[src/rtl/pipeline_front_regs.sv]
// Purpose : PC register, IF/ID and ID/EX pipeline registers, plus stall/flush performance counters.
// Latency : if_instr at cycle N appears in id_instr at N+1; its decode appears in ex_* at N+2.
// Backpres: pc_write_enable / if_id_write_enable low hold PC / IF/ID; ID/EX takes a bubble instead.
//
// Ports
//   clk, rst                 : single clock, synchronous active-high reset (overrides everything)
//   pc_write_enable          : 0 holds the PC (stall)
//   if_id_write_enable       : 0 holds IF/ID and forces a bubble into ID/EX (load-use)
//   flush_ex                 : 1 forces a bubble into ID/EX
//   pc_redirect, redirect_target : resolved branch/jump; PC jumps, IF/ID is squashed
//   if_instr                 : instruction fetched at pc
//   id_*                     : decode-stage fields for the instruction currently in IF/ID
//   pc, id_*, ex_*           : registered stage contents
//   stall_cycles, flush_cycles : saturating performance counters
module pipeline_front_regs #(
    parameter int unsigned     XLEN      = 32,
    parameter logic [XLEN-1:0] RESET_PC  = 32'h0000_0000,
    parameter logic [31:0]     NOP_INSTR = 32'h0000_0013
) (
    input  logic            clk,
    input  logic            rst,

    // hazard / redirect controls
    input  logic            pc_write_enable,
    input  logic            if_id_write_enable,
    input  logic            flush_ex,
    input  logic            pc_redirect,
    input  logic [XLEN-1:0] redirect_target,

    // fetch
    input  logic [31:0]     if_instr,

    // decode fields
    input  logic [4:0]      id_rs1,
    input  logic [4:0]      id_rs2,
    input  logic [4:0]      id_rd,
    input  logic [XLEN-1:0] id_rs1_data,
    input  logic [XLEN-1:0] id_rs2_data,
    input  logic [XLEN-1:0] id_imm,
    input  logic [3:0]      id_alu_ctrl,
    input  logic            id_regwrite,
    input  logic            id_memread,
    input  logic            id_memwrite,
    input  logic            id_branch,
    input  logic            id_jump,

    // fetch address
    output logic [XLEN-1:0] pc,

    // IF/ID contents
    output logic [XLEN-1:0] id_pc,
    output logic [31:0]     id_instr,
    output logic            id_valid,

    // ID/EX contents
    output logic [XLEN-1:0] ex_pc,
    output logic [XLEN-1:0] ex_rs1_data,
    output logic [XLEN-1:0] ex_rs2_data,
    output logic [XLEN-1:0] ex_imm,
    output logic [4:0]      ex_rs1,
    output logic [4:0]      ex_rs2,
    output logic [4:0]      ex_rd,
    output logic [3:0]      ex_alu_ctrl,
    output logic            ex_regwrite,
    output logic            ex_memread,
    output logic            ex_memwrite,
    output logic            ex_branch,
    output logic            ex_jump,
    output logic            ex_valid,

    // performance counters
    output logic [31:0]     stall_cycles,
    output logic [31:0]     flush_cycles
);

    // ------------------------------------------------------------------
    // Stage register layouts
    // ------------------------------------------------------------------
    typedef struct packed {
        logic [XLEN-1:0] pc;
        logic [31:0]     instr;
        logic            valid;
    } ifid_t;

    typedef struct packed {
        logic [XLEN-1:0] pc;
        logic [XLEN-1:0] rs1_data;
        logic [XLEN-1:0] rs2_data;
        logic [XLEN-1:0] imm;
        logic [4:0]      rs1;
        logic [4:0]      rs2;
        logic [4:0]      rd;
        logic [3:0]      alu_ctrl;
        logic            regwrite;
        logic            memread;
        logic            memwrite;
        logic            branch;
        logic            jump;
        logic            valid;
    } idex_t;

    localparam logic [31:0] CNT_MAX = 32'hFFFF_FFFF;

    // ------------------------------------------------------------------
    // State
    // ------------------------------------------------------------------
    logic [XLEN-1:0] pc_q,    pc_d;
    ifid_t           ifid_q,  ifid_d;
    idex_t           idex_q,  idex_d;
    logic [31:0]     stall_q, stall_d;
    logic [31:0]     flush_q, flush_d;

    logic            idex_bubble;

    // ------------------------------------------------------------------
    // PC next state: hold beats redirect beats sequential fetch.
    // The +4 is naturally modulo 2^XLEN, so the top word wraps to 0.
    // ------------------------------------------------------------------
    always_comb begin
        pc_d = pc_q;
        if (pc_write_enable) begin
            if (pc_redirect) begin
                pc_d = redirect_target;
            end else begin
                pc_d = pc_q + XLEN'(4);
            end
        end
    end

    // ------------------------------------------------------------------
    // IF/ID next state. A stall holds the register even when a redirect
    // is pending, so the stalled instruction is not lost; the redirect is
    // expected to be re-presented once the stall clears.
    // ------------------------------------------------------------------
    always_comb begin
        ifid_d = ifid_q;
        if (if_id_write_enable) begin
            if (pc_redirect) begin
                ifid_d.pc    = pc_q;
                ifid_d.instr = NOP_INSTR;
                ifid_d.valid = 1'b0;
            end else begin
                ifid_d.pc    = pc_q;
                ifid_d.instr = if_instr;
                ifid_d.valid = 1'b1;
            end
        end
    end

    // ------------------------------------------------------------------
    // ID/EX next state. A held IF/ID means the instruction in decode will
    // be re-issued next cycle, so EX must see a bubble now (load-use),
    // independent of flush_ex.
    // ------------------------------------------------------------------
    assign idex_bubble = flush_ex || !if_id_write_enable;

    always_comb begin
        idex_d = '0;
        if (!idex_bubble) begin
            idex_d.pc       = ifid_q.pc;
            idex_d.rs1_data = id_rs1_data;
            idex_d.rs2_data = id_rs2_data;
            idex_d.imm      = id_imm;
            idex_d.rs1      = id_rs1;
            idex_d.rs2      = id_rs2;
            idex_d.rd       = id_rd;
            idex_d.alu_ctrl = id_alu_ctrl;
            idex_d.valid    = ifid_q.valid;
            // A squashed decode slot must never write state downstream.
            idex_d.regwrite = id_regwrite && ifid_q.valid;
            idex_d.memread  = id_memread  && ifid_q.valid;
            idex_d.memwrite = id_memwrite && ifid_q.valid;
            idex_d.branch   = id_branch   && ifid_q.valid;
            idex_d.jump     = id_jump     && ifid_q.valid;
        end
    end

    // ------------------------------------------------------------------
    // Saturating performance counters
    // ------------------------------------------------------------------
    always_comb begin
        stall_d = stall_q;
        if (!pc_write_enable && (stall_q != CNT_MAX)) begin
            stall_d = stall_q + 32'd1;
        end
    end

    always_comb begin
        flush_d = flush_q;
        if (flush_ex && (flush_q != CNT_MAX)) begin
            flush_d = flush_q + 32'd1;
        end
    end

    // ------------------------------------------------------------------
    // Registers. Reset wins over every other input, discarding any
    // stall or redirect that was in flight.
    // ------------------------------------------------------------------
    always_ff @(posedge clk) begin
        if (rst) begin
            pc_q         <= RESET_PC;
            ifid_q.pc    <= RESET_PC;
            ifid_q.instr <= NOP_INSTR;
            ifid_q.valid <= 1'b0;
            idex_q       <= '0;
            stall_q      <= '0;
            flush_q      <= '0;
        end else begin
            pc_q         <= pc_d;
            ifid_q       <= ifid_d;
            idex_q       <= idex_d;
            stall_q      <= stall_d;
            flush_q      <= flush_d;
        end
    end

    // ------------------------------------------------------------------
    // Outputs come straight from registers
    // ------------------------------------------------------------------
    assign pc           = pc_q;

    assign id_pc        = ifid_q.pc;
    assign id_instr     = ifid_q.instr;
    assign id_valid     = ifid_q.valid;

    assign ex_pc        = idex_q.pc;
    assign ex_rs1_data  = idex_q.rs1_data;
    assign ex_rs2_data  = idex_q.rs2_data;
    assign ex_imm       = idex_q.imm;
    assign ex_rs1       = idex_q.rs1;
    assign ex_rs2       = idex_q.rs2;
    assign ex_rd        = idex_q.rd;
    assign ex_alu_ctrl  = idex_q.alu_ctrl;
    assign ex_regwrite  = idex_q.regwrite;
    assign ex_memread   = idex_q.memread;
    assign ex_memwrite  = idex_q.memwrite;
    assign ex_branch    = idex_q.branch;
    assign ex_jump      = idex_q.jump;
    assign ex_valid     = idex_q.valid;

    assign stall_cycles = stall_q;
    assign flush_cycles = flush_q;

endmodule

[config.mk]
export PLATFORM = sky130hd
export DESIGN_NAME = pipeline_front_regs
export DESIGN_NICKNAME = d
export VERILOG_FILES = /design/src/rtl/pipeline_front_regs.sv
export SDC_FILE = /design/constraint.sdc
export NUM_CORES = 1
export LEC_CHECK = 0
export ABC_AREA = 1
export BUFFER_PORTS_ARGS = -buffer_cell sky130_fd_sc_hd__buf_4
export CORE_AREA = 2 2 194 196
export CTS_BUF_LIST = sky130_fd_sc_hd__clkbuf_4
export CTS_CLUSTER_DIAMETER = 120
export DETAILED_ROUTE_END_ITERATION = 12
export DIE_AREA = 0 0 196 198
export SYNTH_ARGS = -nofsm -noshare
export SYNTH_HDL_FRONTEND = slang
export SYNTH_SLANG_ARGS = --single-unit
[constraint.sdc]
create_clock -name clk -period 3.7 [get_ports clk]
set_input_delay 0.37 -clock clk [delete_from_list [all_inputs] [get_ports clk]]
set_output_delay 0.37 -clock clk [all_outputs]
set_load 0.005 [all_outputs]
==> metrics.txt, run 1 <==
Post-route DRC 0; synthesized area between 10000 and 15000 um2; row count between 70 and 80; setup TNS 0 ns; Post-Syn Instances ~1.8k; Slew @ Worst Pin 0.811 ns; Die Ht slightly below 200 um; outcome finished clean; area grow syn2layout 56.5%; Yosys reg bits ~310; clk sink count around 310; VDD IR max 225 uV; unrepaired setup endpoints after global routing no; drt first pass iters 8; worst skew pair latency 0.77 ns; Pint roughly 5.6 mW; Arr. time, crit path 3.06 ns; Fmax 0.416 GHz; fraction of layout cells with a size suffix above 1 between 20% and 30%; Post-synth EDFFs 0; Clock Tree Buf Depth 3; die width about 200 um; Initial Util 34.5%; vias in the first global route ~14k; final setup fails 0; I/O Pins 504; final WL just under 50000 um; global placer's final weighted congestion 0.928; critical path class reg2reg; Hold Path Depth 5; final hold viol count 0; worst r2r path cells 8; port buffer count roughly 500; Period Utilization, post-route around two thirds; Final #Nets between 2k and 3k; Worst Clk Skew 0.0468 ns; Comb pwr share between 10% and 20%; Max-Cap Viols 0; initial drt markers 665; Avg WL per Cell ~16 um; ANT nets after route 0; HPWL Detailed roughly 35000 um; largest fanout on the critical path 8; max-slew violations 0; CP Launch Point pc[4]; Worst slew margin 45.9%; worst min-delay path startpoint pc_redirect; sequential-to-total area share from yosys stat around half; clock group share of total power between 40% and 50%; FF-to-FF setup slack 1.30 ns; H-tree levels 3; Avg Cell Area, Syn slightly above 7 um2; syn_nets between 1.5k and 2k; Num CTS Buffers 88; Core ar. about 37000 um2; first-pass GRT wire length approximately 73000 um; total die area 38800 um2; drt via density between 4 and 5; GRT overflow 0; Fillers 3507; via count roughly 14k; Lkg Pwr between 9 and 10 nW; switch share roughly a quarter; FFs w/ async S/R, synth 0%; HP Class in2reg; Syn. warnings 0; initial antenna violation count 4; GRT Total Usage between 20% and 30%; WHS Endpoint pc[18]; Final min period around 2.4 ns; Net Switching around 2 mW; sequential power share 46.9%; CP required roughly 4.4 ns; Power Density around 380 nW/um2; ys flop type dfxtp_1; Hold WS between 0.1 and 0.15 ns; Clock Root Buffer clkbuf_4; FF-to-FF Start pc[4]; TritonCTS clock tree yes; Netlist cell types 40; reg2reg end pc[15]; crit end category flip-flop; Worst-path clk slew ~0.070 ns; largest net degree at the start of global routing 80; CP startpoint kind flip-flop; post-CTS sizing 0
## final cells by class
cell class	instances	area [um2]	area share (%)
multi-input combinational	1165	5250	26.4
sequential	314	6290	31.5
inverter	223	840	4.21
tap	474	593	2.98
antenna	4	10.0	0.0502
clock inverter	37	221	1.11
timing repair buffer	711	5830	29.2
clock buffer	120	901	4.52
## kinds of logic (layout without fill, tap and decap cells)
kind of cell,Yosys count,count (layout),synth area share (%)
and+or+nand+nor,920,920,29.7
buffers and inverters,297,1091,9.38
adders and majority gates,3,3,0.295
other,0,4,0
AOI/OAI and AO/OA,213,213,9.27
DFF,314,314,49.4
xor gates and xnor gates,29,29,1.99
## critical path: stages, from the launching register on
cell and delay, ns:
dfxtp_1 0.51, nand2_1 0.15, nor2_2 0.32, nand2_1 0.14, nor2_2 0.31, nand3_1 0.12
o211ai_1 0.10, a31oi_1 0.06, dlygate4sd3_1 0.58
## per-stage QoR
stage               setup slack (ns)  cells  util, %  power [mW]  instance area [um2]
CTS                             1.36   3044     53.9        7.72                19900
detailed placement              1.39   2692     45.6        4.29                16800
finish                          1.30   3048     53.9        7.60                19900
floorplan                       2.01   1776        -        3.87                12700
global route                    1.15   3048     53.9        7.99                19900
global placement                1.48   2692     45.6        4.28                16800
## power by group through the flow
stage / Combinational (mW) / Sequential (mW) / Clock (mW)
6_report: 0.835 / 3.56 / 3.20
5_1_grt: 0.905 / 3.57 / 3.52
4_1_cts: 0.832 / 3.56 / 3.32
3_5_place_dp: 0.652 / 3.63 / 0
3_3_place_gp: 0.648 / 3.63 / 0
2_1_floorplan: 0.253 / 3.62 / 0
## flip-flops by register name (all words and copies together), names as in the netlist, 5 cells and up
register	count
ex_rd	5
ex_pc	32
id_pc	32
ex_rs2	5
ex_rs1_data	32
ex_rs2_data	32
stall_cycles	32
pc	32
ex_rs1	5
flush_cycles	32
ex_imm	32
id_instr	32
## cell usage after synthesis (4+ instances only)
cell type  number  area, um2
a21oi_1       121        606
xor2_1         18        158
xnor2_1        11       96.3
inv_1         218        818
nor2_1        335       1260
a21oi_2        19        166
inv_2           4       15.0
nand2_2        14       87.6
dfxtp_1       314       6290
nand4_1         7       43.8
nor2_2          8       50.1
o211ai_1        5       37.5
buf_2           6       30.0
a31oi_1         5       31.3
nand3_1        84        420
o21ai_0        54        270
nand2_1       436       1640
buf_1           7       26.3
nand3b_1       17        128
nor3_1          9       45.0
clkbuf_1       54        203
## layer usage
metal | GRT usage [%] | vias up | share of wire (%)
met3 | 6.27 | 106 | 7.3
met2 | 41.8 | 530 | 49
met5 | 0 | - | 0
met1 | 27.7 | 6351 | 40
met4 | 12.0 | 0 | 3.9
li1 | - | 7000 | -
## worst max path at each step
| stage | end | slack [ns] |
|---|---|---|
| finish | pc[15] | 1.30 |
| global route | pc[15] | 1.15 |
| CTS | pc[15] | 1.36 |
| detailed placement | flush_cycles[26] | 1.39 |
| global placement | flush_cycles[23] | 1.48 |
| floorplan | flush_cycles[28] | 2.01 |
## cells in the final DEF (no fill, tap or decap), types with 14 or more instances in the layout
cell type | synthesis | layout
nand2_1 | 436 | 436
clkbuf_4 | 0 | 120
a21oi_1 | 121 | 121
dfxtp_1 | 314 | 314
nand3_1 | 84 | 84
buf_4 | 0 | 516
a21oi_2 | 19 | 19
inv_1 | 218 | 215
xor2_1 | 18 | 18
nor2_1 | 335 | 335
dlygate4sd3_1 | 0 | 195
nand3b_1 | 17 | 17
nand2_2 | 14 | 14
clkinv_1 | 1 | 28
o21ai_0 | 54 | 54
## timing repair
item	4_1_cts	5_1_grt
endpoints found under the setup margin	0	0
setup buffers	0	0
hold buffers	195	0
hold endpoints to repair	189	0
Note: power is estimated with default switching activity, not from simulation.
==> run 2: changes to the inputs <==
--- a/config.mk
+++ b/config.mk
@@ -7,11 +7,11 @@
 export LEC_CHECK = 0
 export ABC_AREA = 1
 export BUFFER_PORTS_ARGS = -buffer_cell sky130_fd_sc_hd__buf_4
-export CORE_AREA = 2 2 194 196
+export CORE_AREA = 2 2 199 201
 export CTS_BUF_LIST = sky130_fd_sc_hd__clkbuf_4
 export CTS_CLUSTER_DIAMETER = 120
 export DETAILED_ROUTE_END_ITERATION = 12
-export DIE_AREA = 0 0 196 198
+export DIE_AREA = 0 0 201 203
 export SYNTH_ARGS = -nofsm -noshare
 export SYNTH_HDL_FRONTEND = slang
 export SYNTH_SLANG_ARGS = --single-unit
==> constraint.sdc (replaced) <==
create_clock -name clk -period 2.12 [get_ports clk]
set_input_delay 0.212 -clock clk [delete_from_list [all_inputs] [get_ports clk]]
set_output_delay 0.212 -clock clk [all_outputs]
set_load 0.005 [all_outputs]
==> metrics.txt, run 2 (synthesis results as in run 1) <==
outcome finished clean; Clock Tree Buf Depth 3 (unchanged); most frequent cells in the layout 550 x buf_4, 435 x nand2_1, 333 x nor2_1, 310 x dfxtp_1, 221 x dlygate4sd3_1; GRT Total Usage 24.1% (-0.066 points); Avg WL per Cell 16.1 um (+0.95%); Lkg Pwr 9.48 nW (+3.4%); Max-Cap Viols 0 (unchanged); Final WS setup 0.117 ns (-1.18 ns); Worst slew margin 53.8% (+7.9 points); setup TNS 0 ns (unchanged); final hold viol count 0 (unchanged); Period Utilization, post-route 94.5% (+30 points); Fillers 3643 (+3.9%); TritonCTS clock tree yes; register area 6290 um2 (+0.12%); Top Family by Delay on Critical Path simple AND/OR/NAND/NOR gates; pre-CTS WS 0.0542 ns (-1.34 ns); Final #Nets 2761 (+2.4%); I/O Pins 504 (unchanged); final WL 50700 um (+4.3%); number of buffers added for setup after CTS 0 (unchanged); drt first pass iters 5 (-3); Worst path most repeated cell nand2_1; fin util 53.6% (-0.36 points); Initial Util 33.1% (-1.4 points); largest fanout on the critical path 6 (-2); Post-route DRC 0 (unchanged); switch share 26.1% (-0.29 points); Multi-input gate area 5290 um2 (+0.62%); CP peak stage delay 0.56 ns (-0.02 ns); Worst Clk Skew 0.0526 ns (+0.00578 ns); row count 72 (+1.4%); CP required 2.84 ns (-1.51 ns); die width 201 um (+2.6%); Clock Root Buffer clkbuf_4; ANT nets after route 0 (unchanged); Num CTS Buffers 87 (-1.1%); Core ar. 38500 um2 (+4.1%); clock group share of total power 41.3% (-0.8 points); Arr. time, crit path 2.73 ns (-0.33 ns); CP Cell Sequence nand2_1 > nor2_4 > nand2_1 > o21ai_0 > nand3_1 > a21oi_1 > dlygate4sd3_1; Pint 9.77 mW (+75%); Worst-path clk slew 0.06 ns (about the same); Fmax 0.499 GHz (+20%); CP startpoint kind flip-flop; vias in the first global route 14.4k (+5.7%); drt via density 4.53 (-1.2%); VDD IR max 371 uV (+65%); HP Class in2reg; port buffer count 503 (unchanged); H-tree levels 3 (unchanged); largest net degree at the start of global routing 79 (-1.3%); Slew @ Worst Pin 0.688 ns (-0.123 ns); fraction of layout cells with a size suffix above 1 28.6% (+1.4 points); Comb pwr share 11.8% (+0.8 points); unrepaired setup endpoints after global routing no; global placer's final weighted congestion 0.921 (-0.78%); final setup fails 0 (unchanged); critical path class reg2reg; HPWL Detailed 35400 um (+2.5%); clk sink count 314 (unchanged); via count 14.3k (+2.0%); Final min period 2.00 ns (-0.401 ns); worst skew pair latency 0.79 ns (+0.02 ns); total die area 40800 um2 (+5.1%); Net Switching 3.44 mW (+72%); sequential power share 46.9% (about the same); max-slew violations 0 (unchanged); commonest non-fill, non-tap cell in the layout buf_4; area grow syn2layout 61.8%; Die Ht 203 um (+2.5%); initial antenna violation count 5 (+1); initial drt markers 742 (+12%); slowest CP cell dlygate4sd3_1; Buffers & Inverters on Critical Path 1 (unchanged); crit end category flip-flop; GRT overflow 0 (unchanged); first-pass GRT wire length 78100 um (+6.5%); Power Density 641 nW/um2 (+68%)
## run 2: changes by cell type in the layout (fill, tap and decap cells not counted), sizes merged
cell	previous run	this run
buf	516	556
diode	4	5
clkbuf	120	119
clkinv	35	23
clkinvlp	1	2
inv	222	223
dlygate4sd3	195	221
## run 2: worst register-to-register path, stage by stage, from the launching register on
cell	delay, ns
dfxtp_1	0.48
nand2_1	0.22
nor2_4	0.21
nand2_1	0.09
o21ai_0	0.16
nand3_1	0.10
a21oi_1	0.12
dlygate4sd3_1	0.56
## run 2: worst paths after layout
path | startpoint | slack [ns] | cells after the start | to
max | pc[10] | 0.12 | 7 | pc[17]
min | pc_write_enable | 0.19 | 5 | pc[19]
max reg2reg | pc[10] | 0.12 | 7 | pc[17]
min reg2reg | id_pc[25] | 0.45 | 2 | ex_pc[25]
## run 2: final cells by class
class / instances / share of cell area, %
Timing Repair Buffer: 777 / 31.3
Sequential cell: 314 / 30.5
Multi-Input combinational cell: 1165 / 25.6
Clock buffer: 119 / 4.34
Inverter: 223 / 4.10
Tap cell: 518 / 3.15
Clock inverter: 27 / 0.850
Antenna cell: 5 / 0.0607
## run 2: metal layers
layer / track usage (%) / up-vias / routed length [um]
met5: 0 / - / 0
met4: 11.5 / 0 / 1900
met3: 5.65 / 114 / 3570
met2: 41.7 / 539 / 24500
met1: 28.2 / 6502 / 20800
li1: - / 7118 / -
## run 2: power by group through the flow
| stage | logic (mW) | registers [mW] | clock network (mW) |
|---|---|---|---|
| 2_1_floorplan | 0.441 | 6.32 | 0 |
| 4_1_cts | 1.55 | 6.19 | 5.64 |
| 3_3_place_gp | 1.18 | 6.32 | 0 |
| 3_5_place_dp | 1.20 | 6.33 | 0 |
| 5_1_grt | 1.69 | 6.21 | 5.99 |
| 6_report | 1.56 | 6.20 | 5.45 |
## run 2: repair_timing
action,CTS,global route
hold buffers,222,0
endpoints found under the hold margin,226,0
resized for setup,0,20
setup endpoints to repair,0,41
## run 2: through the flow
step | cell area, um2 | power (mW) | instances | hold slack, ns
final | 20600 | 13.2 | 3148 | 0.186
after global routing | 20600 | 13.9 | 3148 | 0.145
after CTS | 20600 | 13.4 | 3144 | 0.0454
after detailed placement | 17300 | 7.52 | 2776 | 0.430
after global placement | 17300 | 7.50 | 2776 | 0.423
after floorplan | 12700 | 6.76 | 1776 | 0.324
==> run 3: changes to the inputs <==
--- a/config.mk
+++ b/config.mk
@@ -12,6 +12,7 @@
 export CTS_CLUSTER_DIAMETER = 120
 export DETAILED_ROUTE_END_ITERATION = 12
 export DIE_AREA = 0 0 201 203
+export RECOVER_POWER = 100
 export SYNTH_ARGS = -nofsm -noshare
 export SYNTH_HDL_FRONTEND = slang
 export SYNTH_SLANG_ARGS = --single-unit
==> constraint.sdc (replaced) <==
create_clock -name clk -period 1.8 [get_ports clk]
set_input_delay 0.18 -clock clk [delete_from_list [all_inputs] [get_ports clk]]
set_output_delay 0.18 -clock clk [all_outputs]
set_load 0.005 [all_outputs]
==> metrics.txt, run 3 (synthesis results as in run 1) <==
outcome finished clean; Period Utilization, post-route about 100%; initial drt markers 913 (+23%); worst skew pair latency 0.77 ns (-0.02 ns); Buffers & Inverters on Critical Path 5 (+4); Final min period ~1.8 ns; Die Ht 203 um (unchanged); Initial Util 33.1% (unchanged); CP peak stage delay 0.63 ns (+0.07 ns); Fmax around 0.56 GHz; Clock Tree Buf Depth 3 (unchanged); Arr. time, crit path 2.51 ns (-0.22 ns); GRT overflow 0 (unchanged); Avg WL per Cell 16.3 um (+1.5%); Worst-path clk slew 0.06 ns (about the same); area grow syn2layout 69.0%; I/O Pins 504 (unchanged); sequential power share 45.5% (-1.4 points); total die area 40800 um2 (unchanged); unrepaired setup endpoints after global routing yes; Max-Cap Viols 0 (unchanged); crit end category flip-flop; drt first pass iters 5 (unchanged); HPWL Detailed 36000 um (+1.7%); Num CTS Buffers 89 (+2.3%); Top Family by Delay on Critical Path buffers and inverters; Worst Clk Skew 0.0305 ns (-0.0221 ns); GRT Total Usage 25.1% (+0.98 points); routed metal-1 wire length 21400 um (+2.9%); Power Density 745 nW/um2 (+16%); port buffer count 503 (unchanged); CP Cell Sequence dlygate4sd3_1 > buf_6 > buf_12 > nand3_1 > dlygate4sd3_1 > a21oi_2 > dlygate4sd3_1; CP startpoint kind primary input; Clock Root Buffer clkbuf_4; row count 72 (unchanged); critical path class in2reg; VDD IR max 491 uV (+32%); switch share 26.0% (-0.10 points); HP Class in2reg; met2 WL 26500 um (+8.4%); Lkg Pwr 9.75 nW (+2.9%); max-slew violations 0 (unchanged); final WL 53500 um (+5.5%); largest net degree at the start of global routing 56 (-29%); Fillers 3526 (-3.2%); Worst path most repeated cell dlygate4sd3_1; clock group share of total power 42.2% (+0.9 points); overall power 16.0 mW (+21%); Core ar. 38500 um2 (unchanged); via count 14.9k (+4.6%); drt via density 4.56 (+0.67%); met3 WL 3720 um (+4.2%); pre-CTS WS 0.00561 ns (-0.0486 ns); Pint 11.9 mW (+21%); ANT nets after route 0 (unchanged); final hold viol count 0 (unchanged); largest fanout on the critical path 17 (+11); global placer's final weighted congestion 0.916 (-0.55%); most frequent cells in the layout 434 x nand2_1, 416 x buf_4, 327 x nor2_1, 312 x dfxtp_1, 259 x dlygate4sd3_1; commonest non-fill, non-tap cell in the layout nand2_1; Max Used Layer met4; Post-route DRC 0 (unchanged); Final WS setup 0.00428 ns (-0.113 ns); die width 201 um (unchanged); Net Switching 4.16 mW (+21%); initial antenna violation count 6 (+1); fraction of layout cells with a size suffix above 1 28.1% (-0.55 points); Slew @ Worst Pin 0.845 ns (+0.157 ns); Comb pwr share 12.3% (+0.5 points); Worst slew margin 43.5% (-10 points); vias in the first global route 15.2k (+5.0%); slowest CP cell dlygate4sd3_1; CP required 2.51 ns (-0.33 ns); Final #Nets 2881 (+4.3%); H-tree levels 3 (unchanged); final setup fails 0 (unchanged); clk sink count 314 (unchanged); TritonCTS clock tree yes; first-pass GRT wire length 80900 um (+3.6%)
run 3: cell count changes in the layout (fill, tap and decap cells not counted), moves of 5 or more:
cell	delta
clkbuf_1	+73
clkbuf_4	+137
buf_4	-134
clkinv_1	-7
dlygate4sd3_1	+38
nor2_1	-6
buf_6	+5
run 3: repair_timing:
action / in CTS / in global routing
gates cloned: 0 / 2
setup buffers: 0 / 9
resized for setup: 1 / 40
hold endpoints to repair: 246 / 0
hold buffers: 264 / 0
endpoints found under the setup margin: 1 / 61
pin swaps: 0 / 4
run 3: power groups by stage:
stage | sequential, mW | combinational [mW] | clock (mW)
2_1_floorplan | 7.44 | 0.520 | 0
3_3_place_gp | 7.43 | 1.45 | 0
3_5_place_dp | 7.44 | 1.46 | 0
4_1_cts | 7.28 | 1.95 | 6.95
5_1_grt | 7.31 | 2.12 | 7.38
6_report | 7.29 | 1.97 | 6.77
run 3: path summary, 6_finish.rpt:
check	from	to	slack [ns]	cells past startpoint
worst min-delay path	rst	flush_cycles[12]	0.09	4
worst min register to register	id_pc[16]	ex_pc[16]	0.44	2
worst max register to register	pc[2]	pc[5]	0.07	9
worst max-delay path	if_id_write_enable	id_instr[10]	0.004	7
run 3: cell type report:
type                       instances  area [um2]  share of cell area [%]
multi-input combinational       1165        5330                    24.8
sequential                       314        6290                    29.2
tap                              518         648                    3.01
timing repair buffer             895        7250                    33.7
inverter                         223         847                    3.94
clock inverter                    19         150                   0.698
clock buffer                     132         991                    4.61
antenna                            6        15.0                  0.0698
run 3: tightest hold or removal path: cells and delay by family:
family                 cells  cell delay, ns
buffers and inverters      3            0.52
AOI/OAI and AO/OA          1            0.11
run 3: per-layer routing:
layer	GRT usage, %	up-vias
met5	0	-
met4	12.1	0
met3	5.62	113
met2	44.3	606
met1	28.7	6851
li1	-	7364
run 3: metrics by stage:
stage               hold WS (ns)  area [um2]  cells  util, %  TNS [ns]
floorplan                  0.292       12700   1776        -         0
global placement           0.393       17800   2840     46.2         0
detailed placement         0.399       17800   2840     46.2         0
CTS                      0.00334       21600   3255     56.1         0
global route              0.0245       21500   3272     55.9   -0.0368
finish                    0.0858       21500   3272     55.9         0
